===== config.mk =====
export PLATFORM = sky130hd
export DESIGN_NAME = exec_trace_monitor
export DESIGN_NICKNAME = d
export VERILOG_FILES = /design/src/rtl/corg_trace_pkg.sv /design/src/rtl/trace_fifo.sv /design/src/rtl/exec_trace_monitor.sv
export SDC_FILE = /design/constraint.sdc
export NUM_CORES = 1
export LEC_CHECK = 0
export CAP_MARGIN = 20
export CORE_ASPECT_RATIO = 1.4
export CORE_UTILIZATION = 50
export CTS_CLUSTER_SIZE = 25
export DETAILED_ROUTE_END_ITERATION = 12
export GPL_TIMING_DRIVEN = 0
export PLACE_DENSITY = 0.79
export SYNTH_ARGS = -nofsm -noshare
export SYNTH_HDL_FRONTEND = slang
export SYNTH_HIERARCHICAL = 1
export SYNTH_SLANG_ARGS = --single-unit

===== constraint.sdc =====
create_clock -name clk -period 3.9 [get_ports clk]
set_input_delay 0.585 -clock clk [delete_from_list [all_inputs] [get_ports clk]]
set_output_delay 0.585 -clock clk [all_outputs]
set_load 0.05 [all_outputs]

===== src/rtl/corg_trace_pkg.sv =====
// Shared definitions for the execution trace monitor.
//   TRACE_W      : width of one trace entry {pc, alu_result, flags}
//   FLG_*        : bit positions of the core control flags inside the entry
//   state_t      : monitor FSM encoding (IDLE=0, RUN=1, HALTED=2)
//   trace_t      : packed trace entry layout
//   sat_inc()    : increment that sticks at the all-ones value of a w-bit field
package corg_trace_pkg;

  localparam int TRACE_W = 40;

  localparam int FLG_JUMP      = 0;
  localparam int FLG_BRANCH    = 1;
  localparam int FLG_MEM_READ  = 2;
  localparam int FLG_MEM_WRITE = 3;
  localparam int FLG_ALU_SRC   = 4;
  localparam int FLG_REG_WRITE = 5;
  localparam int FLG_REG_DST   = 6;
  localparam int FLG_JUMP_REG  = 7;

  typedef enum logic [1:0] {
    ST_IDLE   = 2'd0,
    ST_RUN    = 2'd1,
    ST_HALTED = 2'd2
  } state_t;

  typedef struct packed {
    logic [15:0] pc;
    logic [15:0] alu;
    logic [7:0]  flags;
  } trace_t;

  // v is a w-bit value zero-extended to 32 bits; w must be 1..32.
  function automatic logic [31:0] sat_inc(input logic [31:0] v, input int unsigned w);
    logic [31:0] max;
    max = (w >= 32) ? 32'hFFFF_FFFF : ((32'd1 << w) - 32'd1);
    return (v >= max) ? v : v + 32'd1;
  endfunction

endpackage


===== src/rtl/trace_fifo.sv =====
// Synchronous circular-buffer FIFO holding trace entries.
//   clk, reset   : clock, synchronous active-high reset (empties the FIFO)
//   push, din    : write request and data; accepted when not full, or when full
//                  and a pop happens in the same cycle
//   pop          : read request; ignored while empty
//   dout         : head entry, combinational from the storage array
//   full, empty  : occupancy flags
//   count        : number of stored entries (0..DEPTH)
module trace_fifo #(
  parameter int DEPTH = 16,
  parameter int WIDTH = 40
) (
  input  logic                     clk,
  input  logic                     reset,
  input  logic                     push,
  input  logic                     pop,
  input  logic [WIDTH-1:0]         din,
  output logic [WIDTH-1:0]         dout,
  output logic                     full,
  output logic                     empty,
  output logic [$clog2(DEPTH):0]   count
);
  localparam int AW = $clog2(DEPTH);

  logic [WIDTH-1:0] r_mem [DEPTH];
  logic [AW-1:0]    r_wr, r_rd;
  logic [AW:0]      r_cnt;
  logic             w_pop, w_push;

  assign full  = (r_cnt == (AW+1)'(DEPTH));
  assign empty = (r_cnt == '0);
  assign count = r_cnt;
  assign dout  = r_mem[r_rd];

  // A pop frees the slot this cycle, so a push into a full FIFO still lands.
  assign w_pop  = pop && !empty;
  assign w_push = push && (!full || w_pop);

  always_ff @(posedge clk) begin
    if (reset) begin
      r_wr  <= '0;
      r_rd  <= '0;
      r_cnt <= '0;
    end else begin
      if (w_push) r_wr <= r_wr + AW'(1);
      if (w_pop)  r_rd <= r_rd + AW'(1);
      case ({w_push, w_pop})
        2'b10:   r_cnt <= r_cnt + (AW+1)'(1);
        2'b01:   r_cnt <= r_cnt - (AW+1)'(1);
        default: r_cnt <= r_cnt;
      endcase
    end
  end

  // Storage needs no reset: occupancy alone decides what is visible.
  always_ff @(posedge clk) begin
    if (!reset && w_push) r_mem[r_wr] <= din;
  end

endmodule


===== src/rtl/exec_trace_monitor.sv =====
// Passive execution trace monitor beside the processor core.
//   clk, reset         : clock, synchronous active-high reset
//   enable             : arms capture (IDLE->RUN), RUN->IDLE when low
//   pc_out, alu_result : core observables sampled on each capture
//   jump..jump_reg     : core control flags sampled on each capture
//   tr_valid/ready/data: trace FIFO head, valid/ready handshake
//   *_count            : saturating statistics counters
//   overflow           : sticky, set on first dropped capture
//   halted, state_o    : halt indication and FSM state
module exec_trace_monitor
  import corg_trace_pkg::*;
#(
  parameter int DEPTH       = 16,
  parameter int HALT_CYCLES = 4,
  parameter int CNT_W       = 16
) (
  input  logic               clk,
  input  logic               reset,
  input  logic               enable,
  input  logic [15:0]        pc_out,
  input  logic [15:0]        alu_result,
  input  logic               jump,
  input  logic               branch,
  input  logic               mem_read,
  input  logic               mem_write,
  input  logic               alu_src,
  input  logic               reg_write,
  input  logic               reg_dst,
  input  logic               jump_reg,
  output logic               tr_valid,
  input  logic               tr_ready,
  output logic [TRACE_W-1:0] tr_data,
  output logic [CNT_W-1:0]   instr_count,
  output logic [CNT_W-1:0]   mem_count,
  output logic [CNT_W-1:0]   ctrl_count,
  output logic [CNT_W-1:0]   drop_count,
  output logic               overflow,
  output logic               halted,
  output logic [1:0]         state_o
);
  localparam int AW = $clog2(DEPTH);
  localparam int SW = $clog2(HALT_CYCLES) + 1;

  state_t             r_state, w_state_nxt;
  logic [15:0]        r_prev_pc;
  logic               r_prev_valid;
  logic [SW-1:0]      r_stuck;
  logic [CNT_W-1:0]   r_instr, r_mem, r_ctrl, r_drop;
  logic               r_ovf;

  logic               w_capture, w_same_pc, w_halt, w_drop;
  logic               w_full, w_empty, w_is_mem, w_is_ctrl;
  logic [7:0]         w_flags;
  trace_t             w_entry;
  logic [TRACE_W-1:0] w_head;
  logic [AW:0]        w_count;

  always_comb begin
    w_flags                = '0;
    w_flags[FLG_JUMP]      = jump;
    w_flags[FLG_BRANCH]    = branch;
    w_flags[FLG_MEM_READ]  = mem_read;
    w_flags[FLG_MEM_WRITE] = mem_write;
    w_flags[FLG_ALU_SRC]   = alu_src;
    w_flags[FLG_REG_WRITE] = reg_write;
    w_flags[FLG_REG_DST]   = reg_dst;
    w_flags[FLG_JUMP_REG]  = jump_reg;
  end

  assign w_entry   = '{pc: pc_out, alu: alu_result, flags: w_flags};
  assign w_is_mem  = w_flags[FLG_MEM_READ] | w_flags[FLG_MEM_WRITE];
  assign w_is_ctrl = w_flags[FLG_JUMP] | w_flags[FLG_BRANCH] | w_flags[FLG_JUMP_REG];

  assign w_capture = (r_state == ST_RUN) && enable;
  assign w_same_pc = r_prev_valid && (pc_out == r_prev_pc);
  assign w_halt    = w_capture && w_same_pc && (r_stuck == SW'(HALT_CYCLES - 1));
  // Full implies non-empty, so tr_ready alone means a pop is freeing a slot.
  assign w_drop    = w_capture && w_full && !tr_ready;

  trace_fifo #(.DEPTH(DEPTH), .WIDTH(TRACE_W)) u_fifo (
    .clk   (clk),
    .reset (reset),
    .push  (w_capture),
    .pop   (tr_ready),
    .din   (w_entry),
    .dout  (w_head),
    .full  (w_full),
    .empty (w_empty),
    .count (w_count)
  );

  assign tr_valid    = (w_count != '0);
  assign tr_data     = w_empty ? '0 : w_head;
  assign instr_count = r_instr;
  assign mem_count   = r_mem;
  assign ctrl_count  = r_ctrl;
  assign drop_count  = r_drop;
  assign overflow    = r_ovf;
  assign halted      = (r_state == ST_HALTED);
  assign state_o     = r_state;

  always_comb begin
    w_state_nxt = r_state;
    case (r_state)
      ST_IDLE:   if (enable) w_state_nxt = ST_RUN;
      ST_RUN:    if (!enable) w_state_nxt = ST_IDLE;
                 else if (w_halt) w_state_nxt = ST_HALTED;
      ST_HALTED: w_state_nxt = ST_HALTED;
      default:   w_state_nxt = ST_IDLE;
    endcase
  end

  always_ff @(posedge clk) begin
    if (reset) r_state <= ST_IDLE;
    else       r_state <= w_state_nxt;
  end

  // Halt tracking restarts whenever the monitor sits in IDLE, so the first
  // capture of a new run never matches a stale PC.
  always_ff @(posedge clk) begin
    if (reset || r_state == ST_IDLE) begin
      r_prev_pc    <= '0;
      r_prev_valid <= 1'b0;
      r_stuck      <= '0;
    end else if (w_capture) begin
      r_prev_pc    <= pc_out;
      r_prev_valid <= 1'b1;
      r_stuck      <= w_same_pc ? r_stuck + SW'(1) : '0;
    end
  end

  always_ff @(posedge clk) begin
    if (reset) begin
      r_instr <= '0;
      r_mem   <= '0;
      r_ctrl  <= '0;
      r_drop  <= '0;
      r_ovf   <= 1'b0;
    end else if (w_capture) begin
      r_instr <= CNT_W'(sat_inc(32'(r_instr), CNT_W));
      if (w_is_mem)  r_mem  <= CNT_W'(sat_inc(32'(r_mem), CNT_W));
      if (w_is_ctrl) r_ctrl <= CNT_W'(sat_inc(32'(r_ctrl), CNT_W));
      if (w_drop) begin
        r_drop <= CNT_W'(sat_inc(32'(r_drop), CNT_W));
        r_ovf  <= 1'b1;
      end
    end
  end

endmodule

==> reports/metrics.cfg <==
[clocking]
numClockSinks=744
cts_tree=yes
cts-root-buf=clkbuf_16
clkTransAtPathRegs_ns=0.06
clk_path_buf_depth=3
cts_max_level=3
cts-buffers-inserted=69
holdBufCountCts=0
clk_latency_ns=0.61

[die]
die_y_um=288
rows=104
dieArea_um2=59500
die_x_um=206
ioPinCount=153
start_util=0.508
coreArea_um2=57600

[global_route]
grt_max_degree=24
grt_pass1_wl_um=108000
grt_use_total=0.249
grt.overflow.total=0
antenna_found_initial=2
grt_pass1_vias=17769

[run]
cap_violations=0

[drt]
ant_nets=0
drtPass1Iterations=9
vias_per_cell=6.25
vias=16888
remaining_drc_errors=7
wl_per_cell_um=27.0
wl_um=72900
drt_iter0_drc=1631

[final_layout]
nets=1960
utilization=0.605
fillCellCount=3953
instances_no_fill=2700
fin_area_um2=34900
drive_above_1_share=0.189
areaGrowthSynthToFinish_pct=19.2
regArea_um2=21300
final_cell_mix=640 x edfxtp_1, 160 x mux4_2, 112 x clkdlybuf4s50_1
multiInputGateArea_um2=7690
layout_commonest_cell=edfxtp_1

[worst_setup_path]
critPathMaxFanout=10
crit_chain=buf_2, clkbuf_1, mux4_2, a22oi_1, nand2_1, nor2b_1, dlygate4sd2_1
setup.worst_path.end=tr_data[10]
critical_path_buf_inv_count=3
critPathLaunchType=flip-flop
crit_cells=7
worstSetupPathType=flip-flop to output pin
critPathCaptureType=output pin
r2r-end=u_fifo/r_mem[4][22]
reg2reg_slack_ns=0.25
reg2reg_depth=9
critPathMaxStageDelay_ns=0.75
crit_family=buffers and inverters
arrival_ns=3.22
slowest_stage=clkbuf_1
required_ns=3.31
r2r_start=state_o[0]

[timing]
period_needed_ns=3.80
slew_headroom=0.361
finalHoldViolCount=0
finalCritPeriodShare=0.975
max_freq_mhz=263
setup_tns_ns=0
skew_ns=0.0282
setup_viol=0
tightest_slew_ns=0.959
final_max_slew_viol_count=0
setup_ws_ns=0.0985

[placed_design]
post_dp_cell_area_um2=32400
place.gp.congestion=0.833
place_worst_setup_slack_ns=-0.784
placed_cells=2561
place_hpwl_um=43800
port_buffers=152

[pwr]
ir_drop_mv=0.450
power_density_nw_per_um2=575
p_leak_nw=11.3

[yosys]
synthArstFlopShare=0
syn_nets=1704
ys.flop_type=edfxtp_1
syn_avg_cell_area_um2=17.8
synthTopCellsByArea=edfxtp_1 66%, mux4_2 12%, dfxtp_1 7.1%
syn_area_um2=29300
synth_seq_area_share=0.728
synthCells=1645
synth.distinct_cells=64
ys_warn_count=6
synth-edff-count=640
synth_area_leader_cell=edfxtp_1
synth_top_area_frac=0.657
synth-seq-cells=744

[status]
violations=design-rule violations
status=complete, but fails checks

[worst_hold_path]
min_path_type=flip-flop to flip-flop
min_delay_path_depth=2

[metal layers]
layer,part of all wire,vias to the layer above,global-route usage
li1,-,7077,-
met1,0.35,8624,0.294
met2,0.52,984,0.443
met3,0.082,203,0.0419
met4,0.044,0,0.114
met5,0,-,0
[power breakdown]
part           switching (mW)  internal, mW
Combinational            2.80          1.65
Sequential             0.0592          8.68
Clock                    2.91          3.96
Total                    5.77          14.3
[flip-flops by register name (all words and copies together) (netlist names), 3 cells and up, named ones only]
register,count
ctrl_count,16
drop_count,16
instr_count,16
mem_count,16
r_prev_pc,16
r_stuck,3
u_fifo/count,5
u_fifo/r_mem,640
u_fifo/r_rd,4
u_fifo/r_wr,4
[worst min-delay path by stage]
stage	startpoint	end	slack (ns)
floorplan	r_prev_valid	r_prev_valid	0.44
global placement	overflow	overflow	0.45
detailed placement	r_prev_pc[3]	r_prev_pc[3]	0.46
CTS	r_prev_pc[3]	r_prev_pc[3]	0.47
global route	r_prev_pc[8]	r_prev_pc[8]	0.50
finish	r_prev_pc[14]	r_prev_pc[14]	0.47
[cell usage after synthesis (2+ instances only)]
cell type / count
o21a_1: 3
xor2_1: 44
and4_1: 7
nor3_1: 17
nand4b_1: 2
nand2b_1: 3
o21ai_2: 2
a31oi_1: 4
nor2_1: 103
a211oi_1: 2
nand3_1: 23
nor4_1: 15
inv_1: 19
o41ai_1: 2
nor4b_1: 2
a22oi_1: 80
a311oi_1: 2
mux2i_1: 7
ha_1: 14
nand2_1: 104
clkbuf_1: 54
or3_1: 7
o21ai_0: 17
edfxtp_1: 640
o2111ai_1: 2
dfxtp_1: 104
a21oi_1: 29
buf_2: 19
or4_1: 5
o211ai_1: 4
buf_1: 3
nand4_1: 27
and3_1: 13
a22o_1: 3
nor2b_1: 48
mux2_2: 2
mux4_2: 160
and2_1: 4
xnor2_1: 24
[per-stage QoR]
stage	total power, mW	hold slack, ns
6_report	20.1	0.472
3_5_place_dp	13.5	0.462
3_3_place_gp	13.4	0.450
5_1_grt	20.7	0.495
4_1_cts	20.2	0.470
2_1_floorplan	12.0	0.440
[kinds of logic after synthesis]
kind of cell,after synthesis,synth area share
buffers and inverters,98,0.0136
AO/OA/AOI/OAI,162,0.0386
XOR/XNOR,68,0.0204
AND/OR/NAND/NOR,389,0.0663
adder cells (fa/ha/maj),15,0.00667
multiplexers,169,0.126
flip-flops,744,0.728
[what timing repair did]
item | CTS | global route
setup buffers | 9 | 0
resized for setup | 64 | 19
pin swaps | 9 | 2
gates cloned | 1 | 1
endpoints found under the hold margin | 0 | 0
setup endpoints to repair | 245 | 56
[cell type report]
type,instances,area share
Buffer,76,0.0109
Multi-Input combinational cell,805,0.221
Clock buffer,82,0.0521
Tap cell,742,0.0266
Sequential cell,744,0.611
Antenna cell,1,0.0000717
Timing Repair Buffer,184,0.0630
Inverter,21,0.00226
Clock inverter,45,0.0138
[worst reg2reg max path: cells and delay by family (launching register included)]
family                 cells  cell delay [ns]
AOI/OAI and AO/OA          1             0.40
buffers and inverters      5             1.09
DFF                        1             0.46
and+or+nand+nor            3             1.37
(Power assumes the default switching activity.)
